## config.mk

```make
export PLATFORM = sky130hd
export DESIGN_NAME = fpga_cfg_flash_prog_ctrl
export DESIGN_NICKNAME = d
export VERILOG_FILES = /design/src/rtl/fpga_cfg_pkg.sv /design/src/rtl/fpga_cfg_flash_prog_ctrl.sv
export SDC_FILE = /design/constraint.sdc
export NUM_CORES = 1
export LEC_CHECK = 0
export ABC_AREA = 1
export CORE_MARGIN = 5
export CORE_UTILIZATION = 30
export DETAILED_ROUTE_END_ITERATION = 12
export SLEW_MARGIN = 5
export SYNTH_ARGS = -nofsm -noshare
export SYNTH_HDL_FRONTEND = slang
export SYNTH_SLANG_ARGS = --single-unit
```

## constraint.sdc

```tcl
create_clock -name clk_166m -period 2.87 [get_ports clk_166m]
set_clock_uncertainty 0.15 [all_clocks]
set_input_delay 0.574 -clock clk_166m [delete_from_list [all_inputs] [get_ports clk_166m]]
set_output_delay 0.574 -clock clk_166m [all_outputs]
set_load 0.005 [all_outputs]
```

## src/rtl/fpga_cfg_pkg.sv

```systemverilog
// Shared constants and FSM encoding for the configuration-flash programming sequencer.
package fpga_cfg_pkg;

  localparam int WORDS_PER_PK = 128;
  localparam int WIDX_W       = $clog2(WORDS_PER_PK);

  localparam logic [1:0] FLASH_CMD_NOP   = 2'd0;
  localparam logic [1:0] FLASH_CMD_ERASE = 2'd1;
  localparam logic [1:0] FLASH_CMD_PROG  = 2'd2;

  typedef enum logic [3:0] {
    ST_IDLE,
    ST_CHECK,
    ST_ERASE_REQ,
    ST_ERASE_WAIT,
    ST_RD_REQ,
    ST_RD_WAIT,
    ST_PROG_REQ,
    ST_PROG_WAIT,
    ST_PACK_OK,
    ST_ERR,
    ST_CLR
  } state_e;

endpackage

```

## src/rtl/fpga_cfg_flash_prog_ctrl.sv

```systemverilog
// Moves one 128-word config pack from packet RAM into BPI flash, erasing the image
// region first when the pack starts a new image, and tracks pack order for the host.
module fpga_cfg_flash_prog_ctrl
  import fpga_cfg_pkg::*;
#(
  parameter int                  FLASH_AW     = 24,
  parameter logic [FLASH_AW-1:0] BASE_ADDR    = '0,
  parameter int                  BLOCK_WORDS  = 65536,
  parameter int                  ERASE_BLOCKS = 32
) (
  input  logic                clk_166m,
  input  logic                reset,
  input  logic                wr_flash_flag,
  input  logic                config_reset,
  input  logic [15:0]         pack_cnt,
  input  logic [15:0]         pack_num,
  output logic                flag_clr,
  output logic [6:0]          addrb,
  output logic                enb,
  input  logic [15:0]         doutb,
  output logic                flash_cmd_valid,
  input  logic                flash_cmd_ready,
  output logic [1:0]          flash_cmd,
  output logic [FLASH_AW-1:0] flash_addr,
  output logic [15:0]         flash_wdata,
  input  logic                flash_done,
  input  logic                flash_err,
  output logic                busy,
  output logic                cfg_done,
  output logic                cfg_err
);

  localparam int                BLK_W     = (ERASE_BLOCKS > 1) ? $clog2(ERASE_BLOCKS) : 1;
  localparam int                BLK_SHIFT = $clog2(BLOCK_WORDS);
  localparam logic [BLK_W-1:0]  BLK_LAST  = BLK_W'(ERASE_BLOCKS - 1);
  localparam logic [WIDX_W-1:0] WIDX_LAST = WIDX_W'(WORDS_PER_PK - 1);

  state_e              state;
  logic                guard;
  logic [WIDX_W-1:0]   widx;
  logic [BLK_W-1:0]    blk;
  logic [15:0]         exp_pack;
  logic [15:0]         pack_q;
  logic [15:0]         pnum_q;

  logic [WIDX_W-1:0]   widx_nxt;
  logic [BLK_W-1:0]    blk_nxt;
  logic [FLASH_AW-1:0] erase_nxt_addr;
  logic [FLASH_AW-1:0] prog_addr;

  assign widx_nxt       = widx + WIDX_W'(1);
  assign blk_nxt        = blk + BLK_W'(1);
  assign erase_nxt_addr = BASE_ADDR + (FLASH_AW'(blk_nxt) << BLK_SHIFT);
  // Pack offset is formed at full flash width so it wraps mod 2^FLASH_AW.
  assign prog_addr      = BASE_ADDR + (FLASH_AW'(pack_q - 16'd1) << WIDX_W) + FLASH_AW'(widx);

  always_ff @(posedge clk_166m) begin
    if (reset) begin
      state           <= ST_IDLE;
      guard           <= 1'b0;
      widx            <= '0;
      blk             <= '0;
      exp_pack        <= 16'd1;
      pack_q          <= '0;
      pnum_q          <= '0;
      flag_clr        <= 1'b0;
      addrb           <= '0;
      enb             <= 1'b0;
      flash_cmd_valid <= 1'b0;
      flash_cmd       <= FLASH_CMD_NOP;
      flash_addr      <= '0;
      flash_wdata     <= '0;
      busy            <= 1'b0;
      cfg_done        <= 1'b0;
      cfg_err         <= 1'b0;
    end else begin
      // NOTE: all outputs are registers written with <=; these defaults make the
      // single-cycle strobes self-clearing without any combinational output logic.
      flag_clr <= 1'b0;
      enb      <= 1'b0;
      guard    <= 1'b0;

      unique case (state)
        ST_IDLE: begin
          if (wr_flash_flag && !guard) begin
            busy  <= 1'b1;
            state <= ST_CHECK;
          end
        end

        ST_CHECK: begin
          pack_q <= pack_cnt;
          pnum_q <= pack_num;
          if (config_reset) begin
            exp_pack        <= 16'd1;
            cfg_done        <= 1'b0;
            cfg_err         <= 1'b0;
            blk             <= '0;
            flash_cmd_valid <= 1'b1;
            flash_cmd       <= FLASH_CMD_ERASE;
            flash_addr      <= BASE_ADDR;
            state           <= ST_ERASE_REQ;
          end else if (pack_cnt == 16'd0 || pack_cnt > pack_num || pack_cnt != exp_pack) begin
            cfg_err  <= 1'b1;
            flag_clr <= 1'b1;
            state    <= ST_CLR;
          end else begin
            widx  <= '0;
            addrb <= '0;
            enb   <= 1'b1;
            state <= ST_RD_REQ;
          end
        end

        ST_ERASE_REQ: begin
          if (flash_cmd_ready) begin
            flash_cmd_valid <= 1'b0;
            flash_cmd       <= FLASH_CMD_NOP;
            state           <= ST_ERASE_WAIT;
          end
        end

        ST_ERASE_WAIT: begin
          if (flash_err) begin
            state <= ST_ERR;
          end else if (flash_done) begin
            if (blk == BLK_LAST) begin
              widx  <= '0;
              addrb <= '0;
              enb   <= 1'b1;
              state <= ST_RD_REQ;
            end else begin
              blk             <= blk_nxt;
              flash_cmd_valid <= 1'b1;
              flash_cmd       <= FLASH_CMD_ERASE;
              flash_addr      <= erase_nxt_addr;
              state           <= ST_ERASE_REQ;
            end
          end
        end

        ST_RD_REQ: state <= ST_RD_WAIT;

        ST_RD_WAIT: begin
          flash_wdata     <= doutb;
          flash_cmd_valid <= 1'b1;
          flash_cmd       <= FLASH_CMD_PROG;
          flash_addr      <= prog_addr;
          state           <= ST_PROG_REQ;
        end

        ST_PROG_REQ: begin
          if (flash_cmd_ready) begin
            flash_cmd_valid <= 1'b0;
            flash_cmd       <= FLASH_CMD_NOP;
            state           <= ST_PROG_WAIT;
          end
        end

        ST_PROG_WAIT: begin
          if (flash_err) begin
            state <= ST_ERR;
          end else if (flash_done) begin
            if (widx == WIDX_LAST) begin
              state <= ST_PACK_OK;
            end else begin
              widx  <= widx_nxt;
              addrb <= widx_nxt;
              enb   <= 1'b1;
              state <= ST_RD_REQ;
            end
          end
        end

        ST_PACK_OK: begin
          exp_pack <= pack_q + 16'd1;
          cfg_done <= (pack_q == pnum_q);
          flag_clr <= 1'b1;
          state    <= ST_CLR;
        end

        ST_ERR: begin
          cfg_err  <= 1'b1;
          flag_clr <= 1'b1;
          state    <= ST_CLR;
        end

        // The writer clears wr_flash_flag one cycle late, so skip it for one IDLE cycle.
        ST_CLR: begin
          guard <= 1'b1;
          busy  <= 1'b0;
          state <= ST_IDLE;
        end

        default: state <= ST_IDLE;
      endcase
    end
  end

endmodule

```

==> results of run 1 <==
## through the flow
step | area (um2) | worst slack [ns] | hold slack (ns) | std cells
floorplan | 5870 | 0.831 | 0.302 | 861
global placement | 7240 | -0.0161 | 0.300 | 1212
detailed placement | 7240 | 0.0106 | 0.301 | 1212
CTS | 7800 | 0.439 | 0.309 | 1244
global route | 7800 | 0.206 | 0.325 | 1244
finish | 7800 | 0.424 | 0.309 | 1244
## routing by layer
metal	track usage, %	wire, um	part of all wire [%]
met1	18.8	7530	47
met5	0	0	0
met4	4.03	180	1.1
met3	4.15	654	4.1
met2	24.3	7770	48
## worst min-delay path by stage
stage	start	endpoint	slack, ns	cells past startpoint
6_report	flash_addr[21]	flash_addr[21]	0.31	2
5_1_grt	flash_addr[21]	flash_addr[21]	0.32	2
4_1_cts	flash_addr[14]	flash_addr[14]	0.31	2
3_5_place_dp	flash_addr[14]	flash_addr[14]	0.30	2
3_3_place_gp	flash_addr[14]	flash_addr[14]	0.30	2
2_1_floorplan	exp_pack[1]	exp_pack[1]	0.30	2
## synthesized netlist by cell type, types with 3 or more instances
cell type  instances  area [um2]
nor4_1             3        18.8
nand3_2            3        30.0
inv_2              5        18.8
nand2_1          179         672
dfxtp_1          113        2260
buf_2              7        35.0
nand2_2            4        25.0
xor2_1            14         123
nand3_1           51         255
buf_4              4        30.0
clkbuf_1          27         101
nor3_1             8        40.0
a21oi_1           94         470
nor2_2             7        43.8
ha_1              21         263
inv_1             92         345
o21ai_0           75         375
xnor2_1            7        61.3
nand4_1            7        43.8
a31oi_1            4        25.0
or2_2              5        31.3
nor2_1           108         405
a21oi_2            3        26.3
## flip-flops by register name, summed over array words and instances, names as in the netlist
signal and cells:
flash_addr 24, state 4, cfg_err 1, busy 1
guard 1, pnum_q 16, flash_cmd 2, pack_q 16
cfg_done 1, flash_wdata 16, flag_clr 1, exp_pack 16
blk 5, flash_cmd_valid 1, widx 7, enb 1
## report_power, final
part           total, mW  switching, mW  internal, mW
sequential          2.15          0.306          1.84
combinational       1.85           1.12         0.727
clock               2.00          0.702          1.30
## logic make-up after synthesis
logic type      Yosys count  synth area share (%)
simple gates            382                  27.8
compound gates          186                  16.7
buf+inv                 138                  9.40
flops                   113                  38.5
xor+xnor                 21                  3.13
fa+ha+maj                21                  4.48
## area by class of cell
| class | count | area (um2) | share of cell area, % |
|---|---|---|---|
| Sequential cell | 113 | 2260 | 29.0 |
| Inverter | 98 | 370 | 4.75 |
| Tap cell | 265 | 332 | 4.25 |
| Timing Repair Buffer | 126 | 1210 | 15.6 |
| Clock inverter | 5 | 50.0 | 0.642 |
| Multi-Input combinational cell | 610 | 3060 | 39.2 |
| Clock buffer | 27 | 513 | 6.58 |
## worst max-delay path, delay by kind of cell
kind	cells	cell delay, ns
AO/OA/AOI/OAI	1	0.13
adder cells (fa/ha/maj)	1	0.32
buffers and inverters	3	0.73
AND/OR/NAND/NOR	7	0.86
==> flow_summary.ini, run 1 <==
[global_routing]
grt_overflow_total = 0
grt_antenna_before_repair = 0
grt_use_total_pct = 14.7
grt_max_degree = 63
grt_pass1_wl_mm = 26.5
grt_pass1_vias = 5340

[clock_tree]
cts_setup_buffers = 0
cts_tree = done
clk_latency_ns = 0.41
post_cts_resized = 0
clkSinkCount = 113
clockBufferDepth = 2
clk_pin_slew_ns = 0.05
cts_made_buffers = 17
postCtsHoldBufs = 0
htree_levels = 4
clockRootBuffer = clkbuf_16

[logic_synthesis]
syn_inst = 861
synthArstFlopShare_pct = 0
ys.flop_type = dfxtp_1
syn_avg_cell_area_um2 = 6.82
synth_cell_types = 40
ys_ff_latch = 113
synth_edf_count = 0
seq_area_frac_synth_pct = 38.5
yosysWarnings = 0
syn_area_um2 = 5870
synth_fp_nets = 937

[place]
io_buffers = 109
place.gp.congestion = 0.838
hpwl_mm = 12.0

[sta]
worstMarginPinSlew_ns = 0.603
slew_headroom_pct = 59.8
grt_setup_unrepaired = no
min_period_ns = 2.45
finalSetupViolations = 0
fmax_mhz = 409
finalHoldViolations = 0
tns_ns = 0
slew_viol_final = 0
period_share_pct = 85.2

[setup_path]
worstPathRequired_ns = 3.02
rr_endpoint = exp_pack[13]
cp_slowest_cell = clkdlybuf4s50_1
crit_path_end = widx[4]
critPathKind = in -> reg
startpoint = pack_cnt[14]
critical_path.endpoint_type = register
worstReg2RegStart = pack_q[2]
path_cells = clkdlybuf4s50_1 -> ha_1 -> nand2_1 -> nor3_1 -> buf_4 -> nand3_1 -> nand2_1 -> nand3_1 -> nand2_2 -> inv_2 -> a21oi_1 -> nor2_1
crit_arrival_ns = 2.60
crit_fanout = 6
reg2reg_slack_ns = 0.74
crit_path_start_kind = primary input
r2r_cells = 11
max_stage_delay_ns = 0.49

[route]
drtPass1Iterations = 5
drtIter0Drc = 419
routed_wl_mm = 16.1
routedWlPerCell_um = 13.0
num_vias = 5628
postRouteAntennaNets = 0
viasPerCell = 4.52
drc = 0

[final_layout]
nNetsFinal = 1042
nFillCells = 2022
utilization_pct = 40.3
drive_above_1_share_pct = 7.87
n_antenna_cell = 0
layout_common_cells = nand2_1 (179), dfxtp_1 (113), clkdlybuf4s50_1 (108)
area_growth_syn_to_layout_pct = 32.9
final_common_cell = nand2_1

[job]
cap_violations = 0

[die]
dieArea_um2 = 22500
ios = 110
die_h_um = 150
core_area_um2 = 19300
start_util_pct = 30.4
die_x_um = 150
std_cell_rows = 51

[power_and_ir_drop]
ir_drop_uv = 455
p_per_area_nw_per_um2 = 769
finalPower_mw = 6.00
p_leak_nw = 3.25

[worst_hold_path]
hp-class = reg -> reg

[status]
outcome = complete, no violations
Note: power is estimated with default switching activity, not from simulation.
==> run 2, diff against run 1 <==
--- a/config.mk
+++ b/config.mk
@@ -7,8 +7,9 @@
 export LEC_CHECK = 0
 export ABC_AREA = 1
 export CORE_MARGIN = 5
-export CORE_UTILIZATION = 30
+export CORE_UTILIZATION = 35
 export DETAILED_ROUTE_END_ITERATION = 12
+export GPL_TIMING_DRIVEN = 0
 export SLEW_MARGIN = 5
 export SYNTH_ARGS = -nofsm -noshare
 export SYNTH_HDL_FRONTEND = slang
==> run 2 against run 1 <==
Maximum frequency is 5.5% lower. Sequential cell count stayed put. Sequential share of layout area is 0.11 points higher. Cell count is 1.8% lower. Register-to-register slack worse by 0.19 ns. Die area is 13% lower. Global-route usage is 3.3 points higher. Hold slack hardly changed. Critical endpoint unchanged. Highest routed layer unchanged.
==> flow_summary.ini, run 2 (synthesis gave the netlist of run 1 again) <==
[die]
ios = 110
core_area_um2 = 16500
dieArea_um2 = 19500
die_x_um = 140
start_util_pct = 35.5
die_h_um = 140
std_cell_rows = 47

[clock_tree]
htree_levels = 4
cts_made_buffers = 17
post_cts_resized = 0
clkSinkCount = 113
postCtsHoldBufs = 0
cts_setup_buffers = 0
clk_pin_slew_ns = 0.05
clk_latency_ns = 0.41
cts_tree = done
clockBufferDepth = 2
clockRootBuffer = clkbuf_16

[sta]
finalHoldViolations = 0
slew_headroom_pct = 52.9
grt_setup_unrepaired = no
hold_slack_ns = 0.309
worstMarginPinSlew_ns = 0.706
period_share_pct = 90.2
slew_viol_final = 0
layout_setup_ws_ns = 0.282
fmax_mhz = 386
finalSetupViolations = 0
min_period_ns = 2.59

[place]
hpwl_mm = 13.3
place.gp.congestion = 0.888
pre_cts_slack_ns = -0.115
io_buffers = 108

[global_routing]
grt_pass1_vias = 5442
grt_max_degree = 17
grt_antenna_before_repair = 0
grt_use_total_pct = 18.0
grt_overflow_total = 0
grt_pass1_wl_mm = 28.2

[power_and_ir_drop]
p_sw_mw = 2.23
p_per_area_nw_per_um2 = 785
seq_power_share_pct = 33.2
power_switching_share_pct = 36.6
combPwrFrac_pct = 34.8
p_leak_nw = 3.25
finalPower_mw = 6.10
internal_power_mw = 3.87
pwr-share-clk_pct = 32.0
ir_drop_uv = 466

[setup_path]
critPathKind = in -> reg
worst-path-buf-inv = 2
cp_slowest_cell = clkdlybuf4s50_1
crit_arrival_ns = 2.74
path_cells = clkdlybuf4s50_1 -> ha_1 -> nand4_1 -> nor3_1 -> nand3_1 -> nand2_1 -> nand3_1 -> nand2_2 -> inv_2 -> a21oi_1 -> nor2_1
worstPathRequired_ns = 3.02
max_stage_delay_ns = 0.50
critPathTopFamily = simple AND/OR/NAND/NOR gates
critical_path.endpoint_type = register
cp_common_cell = nand3_1
crit_fanout = 6
crit_path_start_kind = primary input

[route]
drtPass1Iterations = 5
drc = 0
routedWlPerCell_um = 14.4
drtIter0Drc = 472
num_vias = 5863
routed_wl_mm = 17.6
postRouteAntennaNets = 0
viasPerCell = 4.80

[final_layout]
regMostFlops = flash_addr
area_growth_syn_to_layout_pct = 32.4
nNetsFinal = 1064
nFillCells = 1684
drive_above_1_share_pct = 6.89
layout_common_cells = nand2_1 (179), dfxtp_1 (113), nor2_1 (108), clkdlybuf4s50_1 (108), a21oi_1 (94)
utilization_pct = 47.0
final_common_cell = nand2_1
largest_reg_flops = 24
n_antenna_cell = 0

[job]
cap_violations = 0

[worst_hold_path]
hp-class = reg -> reg

[status]
outcome = complete, no violations
-- run 2: stage by stage --
step / setup TNS (ns) / instances / instance area [um2]
6_report: 0 / 1221 / 7770
5_1_grt: 0 / 1221 / 7770
4_1_cts: 0 / 1221 / 7770
3_5_place_dp: -0.489 / 1189 / 7230
3_3_place_gp: -0.495 / 1189 / 7230
2_1_floorplan: 0 / 861 / 5870
-- run 2: path summary, 6_finish.rpt --
path,from,to,depth (start not counted),slack [ns]
max,pack_cnt[10],widx[4],11,0.28
min,flash_addr[1],flash_addr[1],2,0.31
max reg2reg,state[3],exp_pack[13],10,0.55
min reg2reg,flash_addr[1],flash_addr[1],2,0.31
-- run 2: layer usage --
layer	global-route usage, %	routed length, um	vias to the layer above
met5	0	0	-
met4	5.41	306	0
met3	4.73	1090	25
met2	27.9	7830	166
met1	24.6	8340	2628
li1	-	-	3044
-- run 2: tightest hold or removal path: stages, from the launching register on --
cell and delay, ns:
dfxtp_1 0.30, nand2_1 0.06, a21oi_1 0.05
-- run 2: final cells by class --
| class | instances | area, um2 | share of cell area [%] |
|---|---|---|---|
| Inverter | 98 | 370 | 4.77 |
| Sequential cell | 113 | 2260 | 29.1 |
| Tap cell | 220 | 275 | 3.54 |
| Clock buffer | 26 | 489 | 6.30 |
| Buffer | 40 | 181 | 2.33 |
| Timing Repair Buffer | 108 | 1080 | 13.9 |
| Multi-Input combinational cell | 610 | 3060 | 39.3 |
| Clock inverter | 6 | 55.1 | 0.708 |
-- run 2: power by group through the flow --
| stage | Sequential, mW | Clock, mW | Combinational (mW) |
|---|---|---|---|
| 2_1_floorplan | 2.01 | 0 | 1.47 |
| 3_3_place_gp | 2.05 | 0 | 2.08 |
| 3_5_place_dp | 2.05 | 0 | 2.10 |
| 4_1_cts | 2.03 | 1.98 | 2.12 |
| 5_1_grt | 2.06 | 2.06 | 2.37 |
| 6_report | 2.03 | 1.95 | 2.13 |
